## config.mk

```make
export PLATFORM = sky130hd
export DESIGN_NAME = wrr_lock_arb_vn_vc
export DESIGN_NICKNAME = d
export VERILOG_FILES = /design/src/rtl/wrr_lock_arb_vn_vc.sv
export SDC_FILE = /design/constraint.sdc
export NUM_CORES = 1
export LEC_CHECK = 0
export CAP_MARGIN = 30
export CORE_UTILIZATION = 53
export DETAILED_ROUTE_END_ITERATION = 10
export GPL_ROUTABILITY_DRIVEN = 0
export PLACE_DENSITY = 0.94
export SYNTH_ARGS = -nofsm -noshare
export SYNTH_HDL_FRONTEND = slang
export SYNTH_SLANG_ARGS = --single-unit
```

## constraint.sdc

```tcl
create_clock -name clk -period 7.78 [get_ports clk]
set_input_delay 1.556 -clock clk [delete_from_list [all_inputs] [get_ports clk]]
set_output_delay 1.556 -clock clk [all_outputs]
set_load 0.005 [all_outputs]
```

## src/rtl/wrr_lock_arb_vn_vc.sv

```systemverilog
// Weighted round-robin arbiter over every (VN, VC) requester of one injector output port.
// Latency: grant is combinational in the same cycle; state advances on the clk edge ending a transfer.
// Backpressure: nothing moves until grant_ack; an unacked grant stays put with token/cnt/lock held.
module wrr_lock_arb_vn_vc #(
    parameter int NUM_VC      = 1,
    parameter int NUM_VN      = 3,
    parameter int WEIGHT_BITS = 4,
    parameter int LOCK_EN     = 1,
    localparam int N          = NUM_VN * NUM_VC,
    localparam int IDW        = (N > 1) ? $clog2(N) : 1
) (
    input  logic                          clk,
    input  logic                          rst_p,
    input  logic [N-1:0]                  vector_in,
    input  logic [N-1:0]                  tail_in,
    input  logic [NUM_VN*WEIGHT_BITS-1:0] weights_in,
    input  logic                          mode,
    input  logic                          grant_ack,
    output logic [N-1:0]                  vector_out,
    output logic [IDW-1:0]                grant_id,
    output logic                          grant_valid,
    output logic                          locked
);

    // Arbitration state
    logic [IDW-1:0]         token;
    logic [WEIGHT_BITS-1:0] cnt;
    logic [IDW-1:0]         last_id;
    logic                   locked_q;
    logic [IDW-1:0]         lock_id;

    // Combinational grant and next-state helpers
    logic                   found;
    logic [IDW-1:0]         g;
    int                     idx;
    int                     vn;
    logic [WEIGHT_BITS-1:0] w_raw;
    logic [WEIGHT_BITS:0]   w_eff;
    logic [WEIGHT_BITS:0]   served;
    logic [IDW-1:0]         g_inc;
    logic                   tail_g;
    logic                   xfer;
    logic                   pkt_done;

    // Pick the granted requester: the lock holder when locked, else first request from token upward
    always_comb begin
        found = 1'b0;
        g     = '0;
        idx   = 0;
        if (locked_q) begin
            if (vector_in[lock_id]) begin
                found = 1'b1;
                g     = lock_id;
            end
        end else begin
            for (int k = 0; k < N; k++) begin
                idx = int'(token) + k;
                if (idx >= N) idx = idx - N;
                if (!found && vector_in[idx]) begin
                    found = 1'b1;
                    g     = IDW'(idx);
                end
            end
        end
        // Reset blanks the outputs even though the registers are still being cleared
        if (rst_p) begin
            found = 1'b0;
            g     = '0;
        end
    end

    // Drive the one-hot grant and its companions from the search result
    always_comb begin
        vector_out = '0;
        if (found) vector_out[g] = 1'b1;
    end

    assign grant_valid = found;
    assign grant_id    = g;
    assign locked      = locked_q & ~rst_p;

    assign tail_g   = tail_in[g];
    assign xfer     = found & grant_ack;
    assign pkt_done = xfer & (tail_g | (LOCK_EN == 0));
    // Explicit wrap so non-power-of-two N works
    assign g_inc    = (g == IDW'(N - 1)) ? '0 : g + 1'b1;

    // Per-VN weight of the granted requester; zero weight behaves as one packet per turn
    always_comb begin
        vn    = int'(g) / NUM_VC;
        w_raw = '0;
        for (int v = 0; v < NUM_VN; v++) begin
            if (v == vn) w_raw = weights_in[v*WEIGHT_BITS +: WEIGHT_BITS];
        end
        w_eff  = (w_raw == '0) ? (WEIGHT_BITS+1)'(1) : {1'b0, w_raw};
        served = (g == last_id) ? ({1'b0, cnt} + 1'b1) : (WEIGHT_BITS+1)'(1);
    end

    // Advance lock, token and turn counter only on an accepted flit
    always_ff @(posedge clk) begin
        if (rst_p) begin
            token    <= '0;
            cnt      <= '0;
            last_id  <= '0;
            locked_q <= 1'b0;
            lock_id  <= '0;
        end else if (xfer) begin
            if (tail_g) begin
                locked_q <= 1'b0;
            end else if (LOCK_EN != 0) begin
                locked_q <= 1'b1;
                lock_id  <= g;
            end
            if (pkt_done) begin
                if (!mode) begin
                    token <= g_inc;
                    cnt   <= '0;
                end else begin
                    last_id <= g;
                    if (served >= w_eff) begin
                        token <= g_inc;
                        cnt   <= '0;
                    end else begin
                        token <= g;
                        cnt   <= served[WEIGHT_BITS-1:0];
                    end
                end
            end
        end
    end

endmodule
```

# Yosys cells after proc, flatten, opt, wreduce, memory -nomap -nowiden

Index checks and enable logic that the tools add are counted.

Shift-type cells: 0
$mul: 0
Equality and inequality tests: 4
Reductions and logical operators: 10
Add/subtract/negate cells: 7
Bitwise gates (word level): 5
Div/mod/pow operators: 0
Magnitude comparators: 10
Muxes and demuxes: 47

Operators by type and width:

| kind                                                                                | count |
|---|---|
| 32-bit 2-to-1 mux                                                                   | 6 |
| 32-bit by 4-bit < comparator with 1-bit output, second input constant               | 3 |
| 32-bit logical NOT                                                                  | 1 |
| 4-bit 2-to-1 mux                                                                    | 6 |
| 1-bit 2-to-1 mux                                                                    | 18 |
| 2-bit 2-to-1 mux                                                                    | 9 |
| 1-bit binary-select mux with 2-bit select                                           | 5 |
| 3-bit by 2-bit subtractor with 4-bit output, second input constant                  | 2 |
| 3-bit by 2-bit greater-or-equal comparator with 1-bit output, second input constant | 2 |
| 2-bit by 3-bit < comparator with 1-bit output, second input constant                | 2 |
| 4-bit by 1-bit adder with 5-bit output, second input constant                       | 1 |
| 5-bit by 4-bit greater-or-equal comparator with 1-bit output                        | 1 |
| 5-bit 2-to-1 mux                                                                    | 1 |
| 2-bit equality test, first input constant                                           | 2 |
| 4-bit logical NOT                                                                   | 1 |
| 2-bit AND reduction                                                                 | 2 |
| 2-bit by 1-bit adder with 3-bit output, second input constant                       | 1 |
| 2-bit by 2-bit adder with 3-bit output, second input constant                       | 1 |
| 1-bit bitwise AND                                                                   | 3 |
| 1-bit logical AND                                                                   | 3 |
| 3-bit 2-to-1 mux                                                                    | 1 |
| 3-bit AND reduction                                                                 | 1 |
| 2-bit by 2-bit subtractor with 3-bit output, second input constant                  | 1 |
| 2-bit by 1-bit adder with 2-bit output, second input constant                       | 1 |
| 7 further kinds                                                                     | 9 |

Logic and storage cells: 88
Output and inout bits: 7
Input port bits: 22
Bits in latches: 0
RAM bits: 0
Memories kept: 0
ROM bits: 0
Bits in registers: 11

# Depth between registers and ports, before layout

Word-level depth: 26
Depth in mapped cells: 22
Gate-level depth less buffers: 19

# Least setup slack after synthesis

OpenSTA, ideal clock, no wires.

Kind: input port to flip-flop
From: input port vector_in[2]
To: register token[0]
Path buffers: 2
Data required time: 7689 ps
Arrival time: 4710 ps
Stages on the path: 19
Path slack: 2979 ps
Cell sequence: or3b_4 -> a21oi_4 -> a211oi_1 -> a211oi_2 -> buf_2 -> a22o_1 -> a21oi_1 -> nand3_1 -> nand3_1 -> ha_1 -> nand2b_1 -> a21o_1 -> a21o_1 -> a21oi_1 -> clkbuf_1 -> nand3_1 -> o21ai_0 -> nand2_1 -> a311oi_1

Word-level cells in the longest chain between the ends: 23

RTL lines:

| item                                                         | RTL line | source |
|---|---|---|
| start: declaration                                           | 14       | `input logic [N-1:0] vector_in,` |
| 1-bit binary-select mux with 2-bit select                    | 59       | `if (!found && vector_in[idx]) begin` |
| 1-bit 2-to-1 mux (not written as such) (2 in series)         | 59       |  |
| 1-bit 2-to-1 mux                                             | 59       |  |
| 1-bit 2-to-1 mux                                             | 50       | `if (locked_q) begin` |
| 1-bit logical NOT                                            | 59       |  |
| 1-bit logical AND                                            | 59       |  |
| 1-bit 2-to-1 mux                                             | 59       |  |
| 1-bit 2-to-1 mux                                             | 50       |  |
| (+5 left out)                                                | -        |  |
| named net grant_id[0]                                        | 20       | `output logic [IDW-1:0] grant_id,` |
| 32-bit logical NOT                                           | 93       | `if (v == vn) w_raw = weights_in[v*WEIGHT_BITS +: WEIGHT_BITS];` |
| 4-bit 2-to-1 mux (3 in series)                               | 93       |  |
| 4-bit logical NOT                                            | 95       | `w_eff = (w_raw == '0) ? (WEIGHT_BITS+1)'(1) : {1'b0, w_raw};` |
| 4-bit 2-to-1 mux                                             | 95       |  |
| 5-bit by 4-bit greater-or-equal comparator with 1-bit output | 120      | `if (served >= w_eff) begin` |
| 2-bit 2-to-1 mux                                             | 120      |  |
| 2-bit 2-to-1 mux                                             | 115      | `if (!mode) begin` |
| end signal: assignment                                       | 116      | `token <= g_inc;` |
| end signal: assignment                                       | 121      | `token <= g_inc;` |
| end signal: assignment                                       | 124      | `token <= g;` |
| end: declaration                                             | 26       | `logic [IDW-1:0] token;` |

The timed path passes the listed nets; every way through them passes the cells marked *. The select of a mux whose other input is x is not followed.
A chain may end at the register's enable or synchronous reset.

# Worst setup path in the final report

From: input port vector_in[0]
To: output port vector_out[0]

Word-level cells in the longest chain between the ends: 19

RTL lines:

| item                                                                                                                                                | RTL line | source |
|---|---|---|
| 1-bit binary-select mux with 2-bit select                                                                                                           | 59       |  |
| 1-bit 2-to-1 mux (not written as such) (2 in series)                                                                                                | 59       |  |
| 1-bit 2-to-1 mux                                                                                                                                    | 59       |  |
| 1-bit 2-to-1 mux                                                                                                                                    | 50       |  |
| 1-bit logical NOT                                                                                                                                   | 59       |  |
| 1-bit logical AND                                                                                                                                   | 59       |  |
| 1-bit 2-to-1 mux                                                                                                                                    | 59       |  |
| 1-bit 2-to-1 mux                                                                                                                                    | 50       |  |
| (+2 left out)                                                                                                                                       | -        |  |
| 2-bit 2-to-1 mux                                                                                                                                    | 59       |  |
| 2-bit 2-to-1 mux                                                                                                                                    | 50       |  |
| 2-bit 2-to-1 mux                                                                                                                                    | 66       | `if (rst_p) begin` |
| 2-bit by 3-bit < comparator with 1-bit output (not written as such) or 2-bit by 1-bit greater-or-equal comparator with 1-bit output (tied branches) | 75       | `if (found) vector_out[g] = 1'b1;` |
| 1-bit logical AND (not written as such)                                                                                                             | 75       |  |
| 1-bit 2-to-1 mux (not written as such)                                                                                                              | 75       |  |
| 1-bit demux with 2-bit select                                                                                                                       | 75       |  |
| 3-bit 2-to-1 mux *                                                                                                                                  | 75       |  |
| end: declaration                                                                                                                                    | 19       | `output logic [N-1:0] vector_out,` |

Mark *: on every way between the ends. The rest lies on a longest branch, timed or not. The select of a mux whose other input is x is not followed.

==> reports/metrics.yaml <==
run_status:
  outcome: "finished clean"
clocking:
  cts_tree: "done"
  numCtsBuffers: 3
  h-tree-depth: 1
  holdBufCountCts: 0
  cts_root_buffer: "clkbuf_4"
  clkLatencyLatePin_ns: 0.27
  cts_resized: 0
  clockBufferDepth: 2
  post-cts-setup-buffers: 0
  cts.sinks: 11
  clk_pin_slew_ns: 0.07
route:
  vias: 1241
  ant_nets: 0
  wirelength_um: 2750
  wl_per_cell_um: 13.4
  viasPerCell: 6.02
  drt_iter0_markers: 25
  drc_errors: 0
  firstDrtPassIters: 4
floorplan:
  die_area_sq_mm: 0.00241
  core-area_sq_mm: 0.00202
  fp.dieW_um: 49.1
  initial_utilization: 0.581
  rows: 16
  io_pins: 29
  die_h_um: 49.1
logic_synthesis:
  synth_top_family_by_area: "compound AO/OA/AOI/OAI gates"
  syn-mean-instance-area_sq_um: 7.48
  synth-edff-count: 0
  synth_seq_cells: 11
  syn_inst: 157
  ys_seq_area_frac: 0.187
  synth-xor-area-share: 0.0298
  synthTopCellsByArea: "dfxtp_1 19%, ha_1 7.5%, a21oi_1 5.5%, nor2_1 4.8%, nand2b_1 4.3%"
  async_reset_ff_frac: 0
  yosys.area_share.simple: 0.272
  yosysTopAreaCellShare: 0.187
  synth_area_sq_mm: 0.00117
  synthDistinctLibCells: 43
  synthMuxAreaShare: 0.0256
  synth_top_area_cell: "dfxtp_1"
  syn-num-nets: 186
  synth-warning-count: 0
  synth_compound_area_frac: 0.329
  synth_fa_ha_area_frac: 0.0745
  synth_ff_type: "dfxtp_1"
sta:
  hold_violations: 0
  fin_crit_ns: 6.00
  setup_viol: 0
  max_freq_mhz: 167
  skew_ns: 0.00831
  rsz0062_at_grt: "no"
  setup-tns-final_ns: 0
  tightestPinTransition_ns: 0.861
  holdWs_ns: 0.521
  fin_crit_sh: 0.771
  setup_ws_ns: 1.78
  maxSlewHeadroom: 0.425
  finalMaxSlewViolations: 0
placement:
  dp_hpwl_um: 2160
  dp_cells: 202
  dp_slack_ns: 1.55
  port_buffers: 28
layout:
  stdcell_count: 206
  antennaDiodeCount: 0
  fillers: 167
  multi_input_area_sq_um: 858
  drive_above_1_share: 0.0447
  nNetsFinal: 209
  seqCellArea_sq_um: 220
  synthToLayoutAreaGrowth_pct: 24.4
power_and_ir_drop:
  power_frac_clock: 0.199
  power_uw: 199
  p_leak_uw: 0.000595
  internal_power_uw: 125
  switchingPower_uw: 74.1
  power_density_mw_per_mm2: 136
  seq_power_share: 0.315
  switching_share: 0.372
  p_comb_frac: 0.486
  ir_drop_uv: 96.3
worst_setup_path:
  crit_fanout: 15
  cp-startpoint: "vector_in[0]"
  worst_r2r_startpoint: "token[0]"
  start_kind: "input pin"
  arrival_ns: 4.44
  crit_required_ns: 6.22
  critPathCaptureType: "primary output"
  critical_path_class: "input pin to primary output"
run:
  maxCapViolations: 0
global_route:
  antenna_found_initial: 0
  grt_first_pass_wirelength_um: 4770
  grt.total_usage: 0.248
  grt_max_degree: 18
  grt_pass1_vias: 1166
  overflow: 0
hold_path:
  holdCritPathClass: "flip-flop to flip-flop"
  hold_path.startpoint: "token[1]"
state kept, by name, indices dropped and copies added, names as in the netlist:
| signal | cells |
|---|---|
| token | 2 |
| locked_q | 1 |
| cnt | 4 |
| last_id | 2 |
| lock_id | 2 |
worst paths after layout:
check / end / slack, ns / cells after the start
setup / recovery: vector_out[0] / 1.78 / 8
hold / removal: token[1] / 0.52 / 2
setup reg to reg: token[0] / 2.81 / 19
hold reg to reg: token[1] / 0.52 / 2
layer usage:
| metal | up-vias | global-route usage | wire (um) |
|---|---|---|---|
| met3 | 6 | 0.0405 | 144 |
| met1 | 566 | 0.288 | 1190 |
| li1 | 619 | - | - |
| met5 | - | 0 | 0 |
| met4 | 0 | 0.0980 | 46 |
| met2 | 50 | 0.445 | 1370 |
worst max-delay path: stages:
cell	delay, ns
clkdlybuf4s50_1	0.57
or3b_4	0.42
a21oi_4	0.18
a211oi_1	0.09
a211oi_2	0.74
nor2_1	0.23
and2_1	0.21
clkdlybuf4s50_1	0.44
synthesized netlist by cell type (3+ instances only):
cell and instances:
a22o_1 4, clkbuf_1 6, nand2b_1 8, ha_1 7
o21ai_0 3, nand3_1 5, and3_1 3, nand2_1 8
mux2i_1 3, xnor2_1 4, dfxtp_1 11, a21oi_1 13
nor2_1 15, nand3b_1 3, a21o_1 6, and2_1 3
nor3_1 5, o211ai_1 3, inv_1 11
cell families (layout without fill, tap and decap cells):
kind of cell	Yosys count	after routing
xor gates and xnor gates	4	4
DFF	11	11
and+or+nand+nor	60	60
adders and majority gates	7	7
muxes	3	3
AOI/OAI and AO/OA	51	51
buffers and inverters	21	43
per-stage QoR:
step	util	cell area (sq um)
after floorplan	-	1170
after global placement	0.709	1430
after detailed placement	0.709	1430
after CTS	0.723	1460
after global routing	0.723	1460
final	0.723	1460
area by class of cell:
type                       count  share of cell area
timing repair buffer          28               0.192
sequential                    11               0.151
inverter                      11              0.0283
multi-input combinational    125               0.587
clock inverter                 1             0.00342
clock buffer                   3              0.0154
tap                           27              0.0231
power groups by stage:
stage	Clock [uW]	Sequential [uW]	Combinational, uW
after floorplan	0	63.1	67.4
after global routing	44.2	63.3	107
after detailed placement	0	64.0	95.9
after CTS	40.7	62.7	96.5
final	39.6	62.7	96.7
after global placement	0	63.9	92.4
layout by cell type, fill, tap and decap left out, types with 3 or more instances in the layout:
master | netlist | routed
ha_1 | 7 | 7
mux2i_1 | 3 | 3
o21ai_0 | 3 | 3
nor3_1 | 5 | 5
nor2_1 | 15 | 15
nand2_1 | 8 | 8
and2_1 | 3 | 3
xnor2_1 | 4 | 4
a21oi_1 | 13 | 13
nand2b_1 | 8 | 8
o211ai_1 | 3 | 3
clkbuf_4 | 0 | 3
a22o_1 | 4 | 4
inv_1 | 11 | 11
clkdlybuf4s50_1 | 0 | 28
nand3b_1 | 3 | 3
nand3_1 | 5 | 5
a21o_1 | 6 | 6
and3_1 | 3 | 3
dfxtp_1 | 11 | 11
Power figures use the tool's default switching activity.
